**config.mk**
```make
export PLATFORM = sky130hd
export DESIGN_NAME = tmr0_counter
export DESIGN_NICKNAME = d
export VERILOG_FILES = /design/src/rtl/tmr0_counter.sv
export SDC_FILE = /design/constraint.sdc
export NUM_CORES = 1
export LEC_CHECK = 0
export ABC_AREA = 1
export CAP_MARGIN = 20
export CORE_MARGIN = 4
export CORE_UTILIZATION = 47
export CTS_CLUSTER_SIZE = 24
export DETAILED_ROUTE_END_ITERATION = 12
export MAX_ROUTING_LAYER = met4
export PLACE_DENSITY = 0.81
export SLEW_MARGIN = 20
export SYNTH_ARGS = -nofsm -noshare
export SYNTH_HDL_FRONTEND = slang
export SYNTH_SLANG_ARGS = --single-unit
```
**constraint.sdc**
```tcl
create_clock -name oscIn -period 1.6 [get_ports oscIn]
set_clock_uncertainty 0.1 [all_clocks]
set_input_delay 0.4 -clock oscIn [delete_from_list [all_inputs] [get_ports oscIn]]
set_output_delay 0.4 -clock oscIn [all_outputs]
set_load 0.005 [all_outputs]
```
**src/rtl/tmr0_counter.sv**
```systemverilog
// TMR0 count register: synchronises the prescaler tick, counts it, flags overflow, handles CPU writes.
// Optional interrupt request output is built when the macro TMR0_IRQ_EN is defined.
module tmr0_counter #(
   parameter int WIDTH          = 8,
   parameter int SYNC_STAGES    = 2,
   parameter int INHIBIT_CYCLES = 2
) (
   input  logic             oscIn,
   input  logic             reset,
   input  logic             tick_in,
   input  logic             psa,
   input  logic             wr_en,
   input  logic [WIDTH-1:0] wr_data,
   input  logic             t0if_clr,
`ifdef TMR0_IRQ_EN
   input  logic             t0ie,
   input  logic             gie,
   output logic             irq,
`endif
   output logic [WIDTH-1:0] tmr0_q,
   output logic             t0if,
   output logic             presc_clr
);

   typedef enum logic {
      ST_IDLE,
      ST_INHIBIT
   } state_t;

   localparam logic [2:0] INH_LOAD = 3'(INHIBIT_CYCLES);

   state_t           r_state;
   state_t           w_stateNext;
   logic [2:0]       r_inhCnt;
   logic [2:0]       w_inhCntNext;
   logic [SYNC_STAGES-1:0] r_sync;
   logic             r_hist;
   logic             w_inc;
   logic             w_incTake;
   logic             w_wrap;
   logic [WIDTH-1:0] r_tmr0;
   logic             r_t0if;
   logic             r_prescClr;

   assign w_inc = r_sync[SYNC_STAGES-1] & ~r_hist;

   // tick_in is asynchronous: resample it before edge detection.
   always_ff @(posedge oscIn or negedge reset) begin
      if (!reset) begin
         r_sync <= '0;
         r_hist <= 1'b0;
      end else begin
         r_sync <= {r_sync[SYNC_STAGES-2:0], tick_in};
         r_hist <= r_sync[SYNC_STAGES-1];
      end
   end

   always_ff @(posedge oscIn or negedge reset) begin
      if (!reset) begin
         r_state  <= ST_IDLE;
         r_inhCnt <= '0;
      end else begin
         r_state  <= w_stateNext;
         r_inhCnt <= w_inhCntNext;
      end
   end

   // A write (re)opens the window; the cycle whose count reaches zero is the last dropped one.
   always_comb begin
      w_stateNext  = r_state;
      w_inhCntNext = r_inhCnt;
      if (wr_en) begin
         if (INHIBIT_CYCLES == 0) begin
            w_stateNext  = ST_IDLE;
            w_inhCntNext = '0;
         end else begin
            w_stateNext  = ST_INHIBIT;
            w_inhCntNext = INH_LOAD;
         end
      end else if (r_state == ST_INHIBIT) begin
         if (r_inhCnt <= 3'd1) begin
            w_stateNext  = ST_IDLE;
            w_inhCntNext = '0;
         end else begin
            w_inhCntNext = r_inhCnt - 3'd1;
         end
      end
   end

   assign w_incTake = w_inc & ~wr_en & (r_state == ST_IDLE);
   assign w_wrap    = w_incTake & (&r_tmr0);

   always_ff @(posedge oscIn or negedge reset) begin
      if (!reset) begin
         r_tmr0     <= '0;
         r_t0if     <= 1'b0;
         r_prescClr <= 1'b0;
      end else begin
         r_prescClr <= wr_en & ~psa;
         if (wr_en) begin
            r_tmr0 <= wr_data;
         end else if (w_incTake) begin
            r_tmr0 <= r_tmr0 + 1'b1;
         end
         if (w_wrap) begin
            r_t0if <= 1'b1;
         end else if (t0if_clr) begin
            r_t0if <= 1'b0;
         end
      end
   end

`ifdef TMR0_IRQ_EN
   logic r_irq;

   always_ff @(posedge oscIn or negedge reset) begin
      if (!reset) begin
         r_irq <= 1'b0;
      end else begin
         r_irq <= r_t0if & t0ie & gie;
      end
   end

   assign irq = r_irq;
`endif

   assign tmr0_q    = r_tmr0;
   assign t0if      = r_t0if;
   assign presc_clr = r_prescClr;

endmodule

```
; After elaboration in Yosys (flattened, before gate mapping)
; Cells that the tools add are included.
[classes]
n_addsub = 2
order_cmp = 1
n_mux = 10
bitwise_logic = 9
n_reduce_logical = 4
[op_table]
columns = op, n
row1 = two-way mux 8 bit, 2
row2 = two-way mux 3 bit, 3
row3 = "adder 8 x 1 -> 8 bit, second input constant", 1
row4 = AND reduction 8 bit, 1
row5 = nonzero test 2 bit, 3
row6 = AND 1 bit, 5
row7 = two-way mux 1 bit, 5
row8 = NOT 1 bit, 4
row9 = "less-or-equal comparator 3 x 1 -> 1 bit, second input constant", 1
row10 = "subtractor 3 x 1 -> 3 bit, second input constant", 1
[word_totals]
reg_bits = 17
output_inout_bits = 10
wordCells = 33

; Longest topological paths before layout
[depth]
word_depth = 6
mapped_depth = 7
depth_no_buf = 7

; Worst setup path before layout
; No wires, ideal clock.
[synth_timing]
kind = register -> register
start = register r_tmr0[0], in the netlist tmr0_q[0]
end = register r_tmr0[1], in the netlist tmr0_q[1]
setup_time_ns = 0.124
arrival_time_ns = 0.988
slack_ns = 0.388
stages_incl_launch_ff = 4
path_buffers = 0
synth_period_minus_slack_ns = 1.212
path_cell_list = dfrtp_1 -> ha_1 -> a21boi_0 -> o21ai_2
[synth_between]
elab_chain_cells = 3
[synth_rtl]
columns = element, line
row1 = from (decl), 41  ; logic [WIDTH-1:0] r_tmr0;
row2 = from (signal assigned), 101  ; r_tmr0 <= wr_data;
row3 = from (signal assigned), 103  ; r_tmr0 <= r_tmr0 + 1'b1;
row4 = adder 8 x 1 -> 8 bit, 103
row5 = two-way mux 8 bit, 102  ; end else if (w_incTake) begin
row6 = two-way mux 8 bit, 100  ; if (wr_en) begin
; Every way passes these cells. The select of a mux whose other input is x is not followed.
; A chain may end at the register's enable or synchronous reset.

; Worst setup path after layout
[layout_timing]
start = register r_tmr0[3], in the netlist tmr0_q[3]
end = output tmr0_q[3]
[layout_rtl]
columns = element, line
row1 = to (decl), 20  ; output logic [WIDTH-1:0] tmr0_q,
; No word-level cell between the ends.

==> impl_metrics.csv <==
group,metric,value,unit
status,outcome,"finished clean",
timing,final.min_clock_period,1.461,ns
timing,setup-tns-final,0,ns
yosys,yosys.area.top_type_share,44.27,%
setup_path,critical_path.endpoint_type,"primary output",
clock_tree,max-clock-path-buffers,2,
timing,finalSetupViolCount,0,
floorplanning,fp-row-count,16,
layout,antenna_cells_inserted,0,
global_routing,grt_remaining_overflow,0,
setup_path,critical_path_buf_inv_count,1,
yosys,synth.ff_latch_count,17,
timing,slew_headroom,85.53,%
detailed_routing,post_route_drc_violation_count,0,
yosys,synth_sequential_area_ratio,44.27,%
pwr,ir_drop,0.7318,mV
yosys,netlist-cell-type-count,22,
timing,timing_worst_slew_pin_value,0.2151,ns
detailed_routing,routed_wire_length_per_instance,11.70,um
global_routing,grt_antenna_before_repair,0,
clock_tree,clk_transition_reported_paths,0.10,ns
run,maxCapViolCount,0,
timing,worst_slack,0.1388,ns
timing,post_route_fraction_of_the_period_consumed_by_the_critical_path,91.33,%
global_routing,first_global_vias,921,
floorplanning,pin_count,24,
pwr,power.combinational.fraction,39.1,%
yosys,gate_count_of_the_mapped_netlist,116,
setup_path,required_time_worst_endpoint,1.10,ns
floorplanning,floorplan.die_area,2832,sq um
detailed_routing,routed_wire_length,2153,um
pwr,power.internal,0.8264,mW
global_routing,gr-usage-all-layers,18.97,%
global_routing,grt_first_pass_wirelength,3829,um
layout,util_after_layout,69.20,%
clock_tree,cts_htree_levels,1,
yosys,syn_area,960.9,sq um
setup_path,crit_slowest_cell,"sky130_fd_sc_hd__dfrtp_1",
setup_path,critical_path.max_stage_delay,0.40,ns
layout,multiInputGateArea,465.4,sq um
detailed_routing,firstDrtPassIters,4,
pwr,cellLeakagePower,0.6892,nW
detailed_routing,drt.antenna.violating_nets,0,
placed_design,placedInstanceArea,1292,sq um
setup_path,path_delay_family,"flip-flops",
placed_design,finalWeightedCongestion,0.9696,
yosys,synth_area_leader_cell,"sky130_fd_sc_hd__dfrtp_1",
global_routing,grt_start_max_net_pins,18,
floorplanning,starting_density_of_the_core,49.48,%
yosys,avgSynthCellArea,8.284,sq um
placed_design,buffers_added_on_ports,23,
setup_path,crit_path_cell_trace,"dlygate4sd2_1",
timing,grt_setup_unrepaired,"no",
pwr,netSwitchingPower,0.4540,mW
detailed_routing,vias,939,
pwr,switching_share,35.46,%
pwr,total_power_density_per_cell_area,952.8,nW/um^2
pwr,power.share.sequential,43.2,%
floorplanning,core_region_area,1942,sq um
layout,final_layout_size_suffix_gt1_share,22.29,%
setup_path,crit_arrival,0.96,ns
detailed_routing,vias_per_cell,5.103,
layout,area.growth.synth_to_final,39.84,%
pwr,p_total,1.280,mW
timing,final_hold_viol_count,0,
clock_tree,cts_buffers,3,
placed_design,detailedPlace.worstSlack,-0.1057,ns
clock_tree,cts.root.buffer_cell,"sky130_fd_sc_hd__clkbuf_4",
setup_path,worst-setup-path-type,"reg -> out",
timing,fmaxAchievable,684.4,MHz
timing,final-max-slew-violation-count,0,
layout,final-seq-area,425.4,sq um
setup_path,cp-start-kind,"flop",
yosys,synth_nets,133,
floorplanning,die_w,53.22,um
clock_tree,clock_tree_from_tritoncts,"built",
layout,layout.filler_cells,171,
clock_tree,cts.sinks,17,
yosys,synth_warnings,0,
layout,finish.instance_area,1344,sq um
layout,final_net_count,175,
yosys,netlist_top_cells_area,"sky130_fd_sc_hd__dfrtp_1 (44%), sky130_fd_sc_hd__nand2_1 (12%), sky130_fd_sc_hd__nand3_1 (9.4%)",
placed_design,detailed_placement_hpwl,1640,um
floorplanning,die_h,53.22,um
clock_tree,insertion_delay,0.29,ns
min_path,hp-class,"reg -> reg",
setup_path,path_max_fanout,2,
pwr,clock_power_share,17.7,%
detailed_routing,detailedRoute.firstIterationViolations,23,
[power by group through the flow]
stage / sequential [mW] / combinational [mW] / clock [mW]
2_1_floorplan: 0.579 / 0.269 / 0
3_3_place_gp: 0.573 / 0.458 / 0
3_5_place_dp: 0.577 / 0.477 / 0
4_1_cts: 0.552 / 0.500 / 0.238
5_1_grt: 0.565 / 0.561 / 0.259
6_report: 0.553 / 0.500 / 0.227
[cells by family after synthesis]
family | after synthesis | synth area share (%)
fa+ha+maj | 3 | 3.907
simple gates | 68 | 36.46
buf+inv | 17 | 7.292
compound gates | 11 | 8.073
flops | 17 | 44.27
[worst register-to-register path, cell delays in order (launching register included)]
cell	delay, ns
sky130_fd_sc_hd__dfrtp_1	0.40
sky130_fd_sc_hd__buf_4	0.16
sky130_fd_sc_hd__ha_1	0.21
sky130_fd_sc_hd__nand2_1	0.12
sky130_fd_sc_hd__inv_1	0.09
sky130_fd_sc_hd__nand2_1	0.11
sky130_fd_sc_hd__nand3_1	0.09
sky130_fd_sc_hd__nand2_1	0.08
[cell usage after synthesis, drive strengths merged]
master	number
o21ai	3
a21boi	1
o21bai	3
nor2	11
buf	1
nand2	37
inv	13
clkinv	3
a21oi	2
dfrtp	17
ha	3
nand3	20
o22ai	2
[final cells by class]
cell class / count / area share, %
multi-input combinational: 82 / 34.64
sequential: 17 / 31.66
timing repair buffer: 38 / 24.58
inverter: 16 / 4.655
tap: 27 / 2.514
clock buffer: 4 / 1.955
[sequential cells by signal, indices dropped and copies added, names as in the netlist]
signal and count:
presc_clr 1, r_hist 1, r_inhCnt 3, r_state 1, r_sync 2, t0if 1, tmr0_q 8
[repair_timing]
item	in CTS	in global routing
resized for setup	10	0
hold buffers	0	0
endpoints found under the setup margin	10	0
buffers inserted	5	0
[layout by cell type, fill, tap and decap left out, types with 6 or more instances in the layout]
master | netlist | layout
sky130_fd_sc_hd__buf_4 | 1 | 15
sky130_fd_sc_hd__clkdlybuf4s50_1 | 0 | 13
sky130_fd_sc_hd__nand2_1 | 30 | 30
sky130_fd_sc_hd__nand2_2 | 6 | 6
sky130_fd_sc_hd__dlygate4sd2_1 | 0 | 10
sky130_fd_sc_hd__nand3_1 | 18 | 18
sky130_fd_sc_hd__dfrtp_1 | 17 | 17
sky130_fd_sc_hd__nor2_1 | 7 | 7
sky130_fd_sc_hd__inv_1 | 11 | 11
[layer usage]
layer  up-vias  global-route usage (%)  routed length, um
met1       438                   20.53                862
met3         6                   3.944                160
met4         0                   8.085                 32
met5         -                       -                  0
li1        454                       -                  -
met2        41                   33.27               1098
[path summary, 6_finish.rpt]
path	startpoint	slack, ns	cells past startpoint	end
min reg2reg	r_sync[0]	0.26	0	r_sync[1]
max in group asynchronous	reset	0.88	2	r_inhCnt[0]
max reg2reg	tmr0_q[0]	0.20	7	tmr0_q[6]
min	r_sync[0]	0.26	0	r_sync[1]
max	tmr0_q[3]	0.14	1	tmr0_q[3]
min in group asynchronous	reset	0.33	2	tmr0_q[0]
[through the flow]
stage / hold WS (ns) / std cells
2_1_floorplan: 0.004409 / 116
3_3_place_gp: 0.2335 / 175
3_5_place_dp: 0.2381 / 175
4_1_cts: 0.2599 / 184
5_1_grt: 0.2698 / 184
6_report: 0.2558 / 184
(Power assumes the default switching activity.)
